--- config.mk ---
export PLATFORM = sky130hd
export DESIGN_NAME = cy_moment_acc
export DESIGN_NICKNAME = d
export VERILOG_FILES = /design/src/rtl/lbm_pkg.sv /design/src/rtl/cy_decode.sv /design/src/rtl/cy_moment_acc.sv
export SDC_FILE = /design/constraint.sdc
export NUM_CORES = 1
export LEC_CHECK = 0
export ABC_AREA = 1
export BUFFER_PORTS_ARGS = -buffer_cell sky130_fd_sc_hd__buf_4
export CAP_MARGIN = 5
export CORE_AREA = 10 10 265 267
export DETAILED_ROUTE_END_ITERATION = 7
export DIE_AREA = 0 0 275 277
export PLACE_DENSITY = 0.37
export SLEW_MARGIN = 15
export SYNTH_ARGS = -nofsm -noshare
export SYNTH_HDL_FRONTEND = slang
export SYNTH_SLANG_ARGS = --single-unit
--- constraint.sdc ---
create_clock -name Clk -period 4.5 [get_ports Clk]
set_input_delay 0.675 -clock Clk [delete_from_list [all_inputs] [get_ports Clk]]
set_output_delay 0.675 -clock Clk [all_outputs]
set_load 0.005 [all_outputs]
--- src/rtl/lbm_pkg.sv ---
// Shared D2Q9 lattice constants, Q8.56 fixed-point literals and state encodings.
package lbm_pkg;

    localparam int Q     = 9;
    localparam int WIDTH = 64;

    localparam logic [WIDTH-1:0] FX_ONE     = 64'h0100_0000_0000_0000;
    localparam logic [WIDTH-1:0] FX_NEG_ONE = 64'hFF00_0000_0000_0000;
    localparam logic [WIDTH-1:0] FX_ZERO    = 64'h0000_0000_0000_0000;

    typedef enum logic [1:0] {CY_ZERO, CY_POS, CY_NEG} cy_code_t;

    typedef enum logic {ACCUM, HOLD} state_t;

endpackage

--- src/rtl/cy_decode.sv ---
// Maps one Q8.56 lattice y-velocity entry to a sign code; anything other than
// exactly +1.0, -1.0 or 0.0 is treated as zero and flagged illegal. Combinational.
module cy_decode
    import lbm_pkg::*;
#(
    parameter int WIDTH = lbm_pkg::WIDTH
) (
    input  logic [WIDTH-1:0] entry,
    output cy_code_t         code,
    output logic             illegal
);

    localparam logic [WIDTH-1:0] ENT_POS  = {8'h01, {(WIDTH-8){1'b0}}};
    localparam logic [WIDTH-1:0] ENT_NEG  = {8'hFF, {(WIDTH-8){1'b0}}};
    localparam logic [WIDTH-1:0] ENT_ZERO = '0;

    always_comb begin
        code    = CY_ZERO;
        illegal = 1'b0;
        if (entry == ENT_POS) begin
            code = CY_POS;
        end else if (entry == ENT_NEG) begin
            code = CY_NEG;
        end else if (entry != ENT_ZERO) begin
            illegal = 1'b1;
        end
    end

endmodule

--- src/rtl/cy_moment_acc.sv ---
// Streams nine f_i beats per node and returns j_y = sum(cy_i*f_i); result valid the cycle after beat 8,
// held with input stalled until Out_Ready. Define CY_MOMENT_SAT_EN to saturate Jy_Out instead of wrapping.
module cy_moment_acc
    import lbm_pkg::*;
#(
    parameter int WIDTH = lbm_pkg::WIDTH,
    parameter int Q     = lbm_pkg::Q
) (
    input  logic               Clk,
    input  logic               Reset,
    input  logic [WIDTH*Q-1:0] Cy_In,
    input  logic               F_Valid,
    output logic               F_Ready,
    input  logic [WIDTH-1:0]   F_Data,
    output logic               Out_Valid,
    input  logic               Out_Ready,
    output logic [WIDTH-1:0]   Jy_Out,
    output logic               Cy_Err
);

    localparam int CW = $clog2(Q);
    localparam int AW = WIDTH + 4;

    state_t                state, next_state;
    logic [CW-1:0]         cnt;
    logic signed [AW-1:0]  acc;
    logic signed [AW-1:0]  f_ext;
    logic signed [AW-1:0]  term;
    logic [WIDTH-1:0]      cy_entry [Q];
    cy_code_t              cy_code;
    logic                  cy_illegal;
    logic                  beat_acc;
    logic                  last_beat;
    logic                  out_take;
    logic [WIDTH-1:0]      jy_red;

    for (genvar i = 0; i < Q; i++) begin : g_entry
        assign cy_entry[i] = Cy_In[WIDTH*i +: WIDTH];
    end

    cy_decode #(.WIDTH(WIDTH)) u_decode (
        .entry   (cy_entry[cnt]),
        .code    (cy_code),
        .illegal (cy_illegal)
    );

    assign f_ext     = {{4{F_Data[WIDTH-1]}}, F_Data};
    assign last_beat = (cnt == CW'(Q - 1));

    always_comb begin
        term = '0;
        case (cy_code)
            CY_POS:  term = f_ext;
            CY_NEG:  term = -f_ext;
            default: term = '0;
        endcase
    end

    always_ff @(posedge Clk or posedge Reset) begin
        if (Reset) begin
            state <= ACCUM;
        end else begin
            state <= next_state;
        end
    end

    always_comb begin
        next_state = state;
        F_Ready    = 1'b0;
        Out_Valid  = 1'b0;
        beat_acc   = 1'b0;
        out_take   = 1'b0;
        case (state)
            ACCUM: begin
                F_Ready  = !Reset;
                beat_acc = F_Valid && !Reset;
                if (beat_acc && last_beat) begin
                    next_state = HOLD;
                end
            end
            HOLD: begin
                Out_Valid = 1'b1;
                out_take  = Out_Ready;
                if (Out_Ready) begin
                    next_state = ACCUM;
                end
            end
            default: next_state = ACCUM;
        endcase
    end

    always_ff @(posedge Clk or posedge Reset) begin
        if (Reset) begin
            cnt    <= '0;
            acc    <= '0;
            Cy_Err <= 1'b0;
        end else begin
            if (beat_acc) begin
                acc <= acc + term;
                cnt <= last_beat ? '0 : cnt + CW'(1);
                if (cy_illegal) begin
                    Cy_Err <= 1'b1;
                end
            end else if (out_take) begin
                acc <= '0;
            end
        end
    end

`ifdef CY_MOMENT_SAT_EN
    // Top five bits must agree for acc to fit the signed WIDTH range.
    always_comb begin
        jy_red = acc[WIDTH-1:0];
        if (!acc[AW-1] && (acc[AW-1:WIDTH-1] != '0)) begin
            jy_red = {1'b0, {(WIDTH-1){1'b1}}};
        end else if (acc[AW-1] && (acc[AW-1:WIDTH-1] != '1)) begin
            jy_red = {1'b1, {(WIDTH-1){1'b0}}};
        end
    end
`else
    assign jy_red = acc[WIDTH-1:0];
`endif

    assign Jy_Out = (state == HOLD) ? jy_red : '0;

endmodule

==> results_dict.tcl, run 1 <==
set metrics [dict create \
    max_stage_delay_ns 0.54 \
    grt_max_degree 60 \
    grt_use_met3 0.0527 \
    finalMaxSlewViolations 0 \
    tightest_slew_ns 1.01 \
    dieArea_mm2 0.0762 \
    die_h_um 277 \
    cts_tree "done" \
    worst-path-stages 34 \
    worstSkewPairLatency_ns 0.39 \
    grt_pass1_wl_um 143000 \
    worstSetupPathType "reg -> reg" \
    synth_top_cell_by_area "nand2_1" \
    layout_common_cells "1,171 x buf_4, 538 x nand2_1, 343 x nor2_1" \
    crit_path_end "acc[29]$_DFFE_PP0P_" \
    setup.worst_path.start "cnt[0]$_DFFE_PP0P_" \
    ys_warn_count 0 \
    syn_inst 2290 \
    worstPathArrival_ns 4.93 \
    postRouteWirelength_um 104000 \
    swShare 0.414 \
    clkSinkCount 70 \
    hold_violations 0 \
    synth_top_area_share 0.195 \
    rsz0062_at_grt "true" \
    syn_area_mm2 0.0122 \
    cp_top_family "simple AND/OR/NAND/NOR gates" \
    dr_total_vias 19700 \
    crit_path_end_kind "flop" \
    postSynthRegisterBits 70 \
    path_clk_slew_ns 0.06 \
    clkPwrFrac 0.214 \
    drive_gt1_frac 0.503 \
    grt_use_met2 0.447 \
    reg2reg_from "cnt[0]$_DFFE_PP0P_" \
    final_nets 4209 \
    drt_iter0_drc 1022 \
    num_io_pins 711 \
    grt_pass1_vias 20300 \
    rows 94 \
    start_kind "flop" \
    syn-mean-instance-area_um2 5.32 \
    track_usage 0.258 \
    switchingPower_mw 1.87 \
    finalSetupTns_ns -2.66 \
    cpMaxStageDelayCell "dfrtp_4" \
    ctsHoldBuffers 0 \
    rrSetupSlack_ns -0.16 \
    initial_core_util 0.187 \
    violations "negative setup slack" \
    instances_no_fill 4374 \
    vias_per_cell 4.50 \
    fill_cells 7142 \
    dr.pass1.iters 5 \
    cp_num_buf_inv 8 \
    core-area_mm2 0.0652 \
    synth.top_cells.by_area "nand2_1 19%, dfrtp_1 14%, nor2_1 13%, inv_1 9.6%, ha_1 6.8%" \
    synth_seq_area_share 0.144 \
    comb_power_share 0.601 \
    ir_drop_uv 187 \
    htree_levels 3 \
    cts_buffers 9 \
    avgRoutedWirePerCell_um 23.8 \
    syn_to_final_growth_pct 113 \
    powerDensity_mw_per_mm2 174 \
    hpwl_um 88400 \
    cts_root_buffer "clkbuf_16" \
    maxCapViolCount 0 \
    p_int_mw 2.65 \
    status "finished, violations left" \
    antenna_found_initial 11 \
    met1_usage 0.302 \
    max_slew_margin 0.326 \
    synthDistinctLibCells 46 \
    hold_class "in -> reg" \
    grt-ovfl-total 0 \
    cp_max_fo 11 \
    r2r-end "acc[29]$_DFFE_PP0P_" \
    grt-busiest-layer "met2" \
    p_seq_frac 0.185 \
    clock.fmax_mhz 215 \
    postRouteAntennaNets 0 \
    dp.cells 4231 \
    skew_ns 0.0104 \
    mostFrequentLayoutCell "buf_4" \
    die_w_um 275 \
    setup_viol 37 \
    reg2regPathDepth 34 \
    drcViolationCount 0 \
    crit_required_ns 4.78 \
    p_leak_nw 13.4 \
    fin_ws_ns -0.157 \
    fin_crit_ns 4.66 \
    fin_crit_sh 1.03 \
    io_buffers 710 \
    place.gp.congestion 0.937 \
    cts_max_path_buffers 2 \
    synth_nets 3001 \
]
[area by class of cell]
class	count	area, µm²	share of cell area
flip-flops and latches	70	1760	0.0677
multi-input cells	1852	11500	0.444
diodes	7	17.5	0.000675
clock inverters	6	133	0.00511
inverters	316	1200	0.0464
repair buffers	1249	9980	0.385
clock buffers	10	239	0.00921
well taps	864	1080	0.0417
[timing repair]
item                                   4_1_cts  5_1_grt
cloned                                       8        0
gates resized for setup                    441      313
setup endpoints to repair                   52       56
endpoints found under the hold margin        0        0
buffers inserted                            64       54
pin swaps                                  137      147
[per-layer routing]
metal  vias up  share of wire
li1       9835              -
met5         -       0.000067
met2       604           0.49
met3        90          0.064
met1      9135           0.40
met4         2          0.041
[how the worst min path moves through the flow]
stage,startpoint,endpoint,slack (ns),depth (start not counted)
6_report,Out_Ready,state$_DFF_PP0_,0.48,2
5_1_grt,Out_Ready,state$_DFF_PP0_,0.46,2
4_1_cts,Out_Ready,state$_DFF_PP0_,0.46,2
3_5_place_dp,acc[42]$_DFFE_PP0P_,acc[42]$_DFFE_PP0P_,0.50,2
3_3_place_gp,acc[62]$_DFFE_PP0P_,acc[62]$_DFFE_PP0P_,0.50,2
2_1_floorplan,Cy_Err$_DFFE_PP0P_,Cy_Err$_DFFE_PP0P_,0.47,1
[stage by stage]
step	instance area [µm²]	util	total power, mW	worst slack (ns)	hold WS, ns
finish	25900	0.398	4.52	-0.157	0.480
global route	25900	0.398	4.83	-0.489	0.464
CTS	24200	0.372	4.42	-0.129	0.460
detailed placement	21600	0.331	3.08	-0.971	0.505
global placement	21600	0.331	3.08	-1.05	0.499
floorplan	12200	-	1.77	0.282	0.466
[state kept, by name (all words and copies together) (netlist names)]
signal / cells
Cy_Err: 1
acc: 64
cnt: 4
state: 1
[cell families after synthesis]
logic type | Yosys count | share of synthesized area
buffers and inverters | 368 | 0.122
adders and majority gates | 67 | 0.0695
and+or+nand+nor | 1359 | 0.463
DFF | 70 | 0.144
AOI/OAI and AO/OA | 393 | 0.178
xor gates and xnor gates | 33 | 0.0237
[power groups by stage]
stage	Clock (mW)	Combinational, mW	Sequential (mW)
6_report	0.965	2.72	0.838
5_1_grt	1.01	2.97	0.847
4_1_cts	0.985	2.61	0.830
3_5_place_dp	0	2.25	0.831
3_3_place_gp	0	2.24	0.833
2_1_floorplan	0	1.00	0.770
[synth_stat cells (all sizes together)]
cell and n:
a21o 15, o21a 8, xor2 19, buf 32, nor3b 2, nor2 433
a32o 5, o21ai 160, nand3 138, a31oi 26, nor3 64, fa 1
a22o 1, a21boi 3, a2111oi 1, o211ai 6, inv 316, ha 66
o22ai 4, o31ai 4, a31o 2, nand2 635, dfrtp 70, nand4 23
and3 3, o21bai 7, a221oi 2, xnor2 14, or2 22, a21oi 148
nand3b 10, clkbuf 20, a211oi 1, nor4 29
(Power assumes the default switching activity.)
==> inputs of run 2 (changes only) <==
--- a/config.mk
+++ b/config.mk
@@ -5,13 +5,12 @@
 export SDC_FILE = /design/constraint.sdc
 export NUM_CORES = 1
 export LEC_CHECK = 0
-export ABC_AREA = 1
 export BUFFER_PORTS_ARGS = -buffer_cell sky130_fd_sc_hd__buf_4
 export CAP_MARGIN = 5
-export CORE_AREA = 10 10 265 267
+export CORE_AREA = 10 10 266 268
 export DETAILED_ROUTE_END_ITERATION = 7
-export DIE_AREA = 0 0 275 277
-export PLACE_DENSITY = 0.37
+export DIE_AREA = 0 0 276 278
+export PLACE_DENSITY = 0.34
 export SLEW_MARGIN = 15
 export SYNTH_ARGS = -nofsm -noshare
 export SYNTH_HDL_FRONTEND = slang
==> run 2 against run 1 <==
  * Highest routed layer unchanged
  * Largest cell class unchanged
  * Worst setup slack worse by 1.6 ns
  * Hold slack lost 0.13 ns
  * Critical endpoint is now acc[62]$_DFFE_PP0P_
  * The run still ends with negative setup slack left
  * Sequential share of layout area increased by 0.94 points
  * Combinational power grew 16%
==> results_dict.tcl, run 2 <==
set metrics [dict create \
    synth_edf_count 0 \
    cts_tree "done" \
    grt-ovfl-total 0 \
    setup_viol 60 \
    io_buffers 710 \
    dr_total_vias 16400 \
    postRouteWirelength_um 93900 \
    num_io_pins 711 \
    crit_path_end_kind "flop" \
    mostFrequentLayoutCell "buf_4" \
    worstSkewPairLatency_ns 0.38 \
    cts_buffers 9 \
    grt_pass1_vias 17200 \
    skew_ns 0.0151 \
    clock.fmax_mhz 159 \
    finalMaxSlewViolations 0 \
    syn-mean-instance-area_um2 7.00 \
    p_seq_frac 0.197 \
    synth_top_cell_by_area "dfrtp_1" \
    postRouteAntennaNets 0 \
    drt_iter0_drc 965 \
    clkSinkCount 70 \
    place.gp.congestion 0.896 \
    avgRoutedWirePerCell_um 26.6 \
    synth_nets 2203 \
    crit_required_ns 4.71 \
    tightest_slew_ns 1.02 \
    largestRegisters "acc: 64 flops, cnt: 4 flops" \
    met1_length_um 39300 \
    vias_per_cell 4.64 \
    track_usage 0.232 \
    fin_crit_ns 6.31 \
    final_nets 3373 \
    cts_max_path_buffers 2 \
    largest_reg_flops 64 \
    die_w_um 276 \
    grt_pass1_wl_um 130000 \
    drive_gt1_frac 0.565 \
    grt_max_degree 65 \
    initial_core_util 0.160 \
    p_int_mw 2.77 \
    top_layer_used "met5" \
    rsz0062_at_grt "true" \
    hold_violations 0 \
    dp_slack_ns -2.92 \
    synth_top_area_share 0.168 \
    synthArstFlopShare 1.00 \
    hold_class "in -> async" \
    syn_area_mm2 0.0104 \
    ys_top_cells_by_count "175 x nand2_1, 143 x o21ai_0, 130 x nor2_1" \
    switchingPower_mw 2.03 \
    antenna_found_initial 27 \
    worstPathArrival_ns 6.52 \
    p_leak_nw 10.7 \
    status "finished, violations left" \
    synth_seq_area_share 0.168 \
    layout_common_cells "1,167 x buf_4, 167 x nand2_1, 117 x nor2_1" \
    syn_to_final_growth_pct 118 \
    die_h_um 278 \
    rows 94 \
    finalSetupTns_ns -78.21 \
    synthDistinctLibCells 78 \
    ys.flop_type "dfrtp_1" \
    drcViolationCount 0 \
    p_total_mw 4.80 \
    yosys.cell_count.top_type "nand2_1" \
    ys_warn_count 0 \
    swShare 0.423 \
    cts_root_buffer "clkbuf_16" \
    dieArea_mm2 0.0767 \
    wl_met2_um 47500 \
    wl_met3_um 6370 \
    ctsHoldBuffers 0 \
    maxCapViolCount 0 \
    worstSetupPathType "reg -> reg" \
    clkPwrFrac 0.147 \
    dr.pass1.iters 5 \
    htree_levels 3 \
    fin_crit_sh 1.40 \
    max_slew_margin 0.318 \
    fill_cells 7103 \
    start_kind "flop" \
    path_clk_slew_ns 0.07 \
    powerDensity_mw_per_mm2 211 \
    postSynthRegisterBits 70 \
    synth.top_cells.by_area "dfrtp_1 17%, ha_1 7.9%, o21ai_0 6.9%, nor4_1 6.5%, nand2_1 6.3%" \
    comb_power_share 0.656 \
    cp_max_fo 8 \
    ir_drop_uv 186 \
    regMostFlops "acc" \
    core-area_mm2 0.0654 \
    hpwl_um 83500 \
    fin_ws_ns -1.81 \
    violations "negative setup slack" \
    hold_ws_ns 0.349 \
    syn_inst 1492 \
]
[run 2: cell count changes after synthesis, moves of 20 or more]
| cell | previous run | this run |
|---|---|---|
| nor4_1 | 29 | 108 |
| nand2_1 | 631 | 175 |
| inv_1 | 310 | 23 |
| o21ai_0 | 114 | 143 |
| nand3_1 | 136 | 59 |
| clkbuf_1 | 20 | 51 |
| nand4_1 | 23 | 47 |
| o31ai_1 | 4 | 27 |
| or3_1 | 0 | 25 |
| a21o_1 | 15 | 42 |
| o21ai_1 | 45 | 25 |
| a21oi_1 | 148 | 76 |
| nor2_1 | 425 | 130 |
| and2_1 | 0 | 68 |
[run 2: cells by family (layout without fill, tap and decap cells)]
| group | after synthesis | after routing | synth area share |
|---|---|---|---|
| AND/OR/NAND/NOR | 749 | 749 | 0.376 |
| AO/OA/AOI/OAI | 422 | 422 | 0.250 |
| buffers and inverters | 102 | 1275 | 0.0424 |
| flip-flops | 70 | 70 | 0.168 |
| adder cells (fa/ha/maj) | 67 | 67 | 0.0810 |
| XOR/XNOR | 59 | 59 | 0.0495 |
| multiplexers | 23 | 23 | 0.0340 |
| other | 0 | 6 | 0 |
[run 2: cell type report]
cell class | count | area, µm² | area share
Inverter | 26 | 103 | 0.00451
Antenna cell | 6 | 15.0 | 0.000659
Tap cell | 864 | 1080 | 0.0475
Timing Repair Buffer | 1235 | 9760 | 0.429
Multi-Input combinational cell | 1320 | 9800 | 0.430
Sequential cell | 70 | 1760 | 0.0771
Clock inverter | 2 | 10.0 | 0.000440
Clock buffer | 12 | 246 | 0.0108
[run 2: worst max-delay path: stages (launching register included)]
cell	delay, ns
dfrtp_4	0.54
buf_6	0.16
nor4_4	0.14
nand4_1	0.32
buf_6	0.26
o41ai_4	0.37
buf_4	0.19
nand3_2	0.07
nand3_2	0.09
nand3_2	0.08
or4b_4	0.63
buf_12	0.18
buf_16	0.14
buf_12	0.14
o31ai_2	0.21
ha_1	0.28
buf_4	0.15
nand4_1	0.16
o22ai_2	0.14
a2111oi_4	0.33
nand4_1	0.25
a21oi_4	0.27
o31ai_4	0.10
a31oi_4	0.34
nor2_4	0.07
a221oi_2	0.28
xor2_1	0.17
o21ai_1	0.07
[run 2: timing repair]
item / in CTS / in global routing
gates cloned: 3 / 1
gates resized for setup: 218 / 135
setup buffers: 38 / 46
pin swaps: 88 / 101
endpoints found under the setup margin: 65 / 62
[run 2: worst paths after layout]
path | startpoint | endpoint | slack [ns] | depth (start not counted)
setup / recovery | cnt[0]$_DFFE_PP0P_ | acc[62]$_DFFE_PP0P_ | -1.81 | 27
hold / removal | Reset | acc[15]$_DFFE_PP0P_ | 0.35 | 2
setup reg to reg | cnt[0]$_DFFE_PP0P_ | acc[62]$_DFFE_PP0P_ | -1.81 | 27
hold reg to reg | Cy_Err$_DFFE_PP0P_ | Cy_Err$_DFFE_PP0P_ | 0.49 | 1
max in group asynchronous | Reset | cnt[0]$_DFFE_PP0P_ | 3.31 | 3
min in group Clk | Cy_Err$_DFFE_PP0P_ | Cy_Err$_DFFE_PP0P_ | 0.49 | 1
[run 2: metrics by stage]
step,util,instance area (µm²),cells
after global placement,0.309,20200,3433
final,0.348,22800,3535
after detailed placement,0.309,20200,3433
after CTS,0.333,21800,3486
after floorplan,-,10700,1492
after global routing,0.348,22800,3531
[run 2: power by group through the flow]
| stage | Combinational (mW) | Clock [mW] | Sequential (mW) |
|---|---|---|---|
| after floorplan | 1.21 | 0 | 0.845 |
| after global placement | 2.71 | 0 | 0.982 |
| after detailed placement | 2.72 | 0 | 0.985 |
| after CTS | 2.99 | 0.731 | 0.948 |
| after global routing | 3.41 | 0.752 | 0.970 |
| final | 3.15 | 0.706 | 0.947 |
[run 2: routing by layer]
layer / GRT usage / vias up
li1: - / 7994
met1: 0.283 / 7879
met2: 0.417 / 458
met3: 0.0574 / 46
met4: 0.0220 / 18
met5: 0 / -
==> inputs of run 3 (changes only) <==
--- a/config.mk
+++ b/config.mk
@@ -7,9 +7,10 @@
 export LEC_CHECK = 0
 export BUFFER_PORTS_ARGS = -buffer_cell sky130_fd_sc_hd__buf_4
 export CAP_MARGIN = 5
-export CORE_AREA = 10 10 266 268
+export CORE_AREA = 10 10 265 267
+export CTS_BUF_LIST = sky130_fd_sc_hd__clkbuf_8
 export DETAILED_ROUTE_END_ITERATION = 7
-export DIE_AREA = 0 0 276 278
+export DIE_AREA = 0 0 275 277
 export PLACE_DENSITY = 0.34
 export SLEW_MARGIN = 15
 export SYNTH_ARGS = -nofsm -noshare
==> constraint.sdc (replaced) <==
create_clock -name Clk -period 7.4 [get_ports Clk]
set_input_delay 1.11 -clock Clk [delete_from_list [all_inputs] [get_ports Clk]]
set_output_delay 1.11 -clock Clk [all_outputs]
set_load 0.005 [all_outputs]
==> run 3 against run 2 <==
  * Register-to-register slack improved by 2.2 ns
  * The run now ends clean
  * Worst setup slack improved by 2.0 ns
  * Critical endpoint unchanged
  * Sequential power fell by 38%
  * Largest power group unchanged
  * Cell count fell by 6.7%
  * Flip-flop and latch count unchanged
  * Largest cell class unchanged
  * Clock skew up 0.0060 ns
  * Hold slack improved by 0.18 ns
  * Critical path depth unchanged
  * Global-route usage is 0.073 points higher
  * Clock power fell by 51%
==> results_dict.tcl, run 3 (same netlist as run 2, synthesis figures left out) <==
set metrics [dict create \
    status "finished clean" \
    crit_required_ns 7.68 \
    cts_buffers 9 \
    dr.pass1.iters 5 \
    fin_crit_sh 0.970 \
    dieArea_mm2 0.0762 \
    io_buffers 710 \
    cts_root_buffer "clkbuf_8" \
    worstPathArrival_ns 7.45 \
    fin_ws_ns 0.221 \
    final_nets 3133 \
    max_slew_margin 0.305 \
    largestRegisters "acc: 64 flops, cnt: 4 flops" \
    grt_pass1_wl_um 126000 \
    skew_ns 0.0211 \
    htree_levels 3 \
    antenna_found_initial 16 \
    worstSkewPairLatency_ns 0.42 \
    cts_max_path_buffers 2 \
    place.gp.congestion 0.966 \
    grt-ovfl-total 0 \
    layout_common_cells "990 x buf_4, 175 x nand2_1, 141 x o21ai_0" \
    maxCapViolCount 0 \
    vias_per_cell 4.66 \
    setup_viol 0 \
    hold_class "reg -> reg" \
    finalSetupTns_ns 0 \
    num_io_pins 711 \
    dr_total_vias 15400 \
    die_w_um 275 \
    drcViolationCount 0 \
    clkSinkCount 70 \
    path_clk_slew_ns 0.08 \
    postRouteWirelength_um 92700 \
    hold_ws_ns 0.531 \
    tightest_slew_ns 1.03 \
    die_h_um 277 \
    grt_max_degree 67 \
    rows 94 \
    clock.fmax_mhz 139 \
    dp_slack_ns -0.867 \
    largest_reg_flops 64 \
    cts_tree "done" \
    grt_pass1_vias 15800 \
    ir_drop_uv 70.4 \
    finalMaxSlewViolations 0 \
    syn_to_final_growth_pct 82.3 \
    track_usage 0.232 \
    p_total_mw 2.43 \
    crit_path_end_kind "flop" \
    worstHoldPathCells 2 \
    mostFrequentLayoutCell "buf_4" \
    rsz0062_at_grt "false" \
    regMostFlops "acc" \
    powerDensity_mw_per_mm2 128 \
    avgRoutedWirePerCell_um 28.1 \
    hpwl_um 83300 \
    reg2regPathDepth 26 \
    postRouteAntennaNets 0 \
    worstSetupPathType "in -> reg" \
    drive_gt1_frac 0.441 \
    cp_max_fo 19 \
    initial_core_util 0.160 \
    p_leak_nw 9.05 \
    final_core_util 0.292 \
    drt_iter0_drc 946 \
    hold_violations 0 \
    start_kind "input pin" \
    core-area_mm2 0.0652 \
    fin_crit_ns 7.18 \
]
run 3: cell types whose count changed in the layout (fill, tap and decap cells not counted), sizes merged:
cell / change
diode: +3
clkbuf: -2
bufbuf: -1
clkinv: -2
buf: -238
bufinv: +1
inv: +3
run 3: repair_timing:
| action | 4_1_cts | 5_1_grt |
|---|---|---|
| gates resized for setup | 4 | 13 |
| buffers inserted | 0 | 3 |
| setup endpoints to repair | 19 | 16 |
| hold endpoints to repair | 0 | 0 |
| pin swaps | 0 | 1 |
| hold buffers | 0 | 0 |
run 3: path summary, 6_finish.rpt:
kind | from | end | slack (ns)
max in group asynchronous | Reset | cnt[0]$_DFFE_PP0P_ | 5.40
worst max register to register | cnt[0]$_DFFE_PP0P_ | acc[62]$_DFFE_PP0P_ | 0.36
worst min register to register | acc[29]$_DFFE_PP0P_ | acc[29]$_DFFE_PP0P_ | 0.53
worst min-delay path | acc[29]$_DFFE_PP0P_ | acc[29]$_DFFE_PP0P_ | 0.53
min in group asynchronous | Reset | acc[19]$_DFFE_PP0P_ | 0.85
worst max-delay path | Cy_In[36] | acc[62]$_DFFE_PP0P_ | 0.22
run 3: cell type report:
type / count / area, µm²
fill: 7277 / 46100
multi-input combinational: 1320 / 8370
timing repair buffer: 995 / 7520
sequential: 70 / 1760
tap: 864 / 1080
clock buffer: 11 / 151
inverter: 26 / 97.6
clock inverter: 4 / 41.3
antenna: 9 / 22.5
run 3: per-layer routing:
metal,up-vias,track usage,part of all wire
li1,7500,-,-
met1,7303,0.296,0.43
met2,517,0.404,0.49
met3,38,0.0522,0.071
met4,16,0.0234,0.0064
met5,-,0,0.0013
run 3: report_power, final:
part	leakage (nW)	internal (mW)	switching (mW)
logic	7.99	0.730	0.767
registers	0.960	0.463	0.126
clock network	0.109	0.169	0.176
run 3: critical path, cell delays in order:
cell and delay (ns):
buf_4 0.11, nor4_1 0.26, buf_4 0.19, nand4_1 0.22, nor4_4 0.38, buf_4 0.18, o21ai_0 0.18, o211ai_1 0.23
nand3_1 0.13, or4b_2 0.62, buf_4 0.20, buf_4 0.22, o31ai_1 0.57, buf_4 0.22, ha_1 0.26, nand4_1 0.19
o221ai_1 0.17, a31oi_1 0.41, nand2_1 0.11, a21oi_1 0.13, buf_4 0.14, o31ai_1 0.10, a31oi_1 0.37, nor2_1 0.14
a221oi_1 0.32, xor2_1 0.18, o21ai_1 0.07
run 3: through the flow:
step,cells,cell area (µm²)
6_report,3299,19000
5_1_grt,3290,19000
4_1_cts,3287,18900
3_5_place_dp,3272,18700
3_3_place_gp,3271,18700
2_1_floorplan,1492,10400
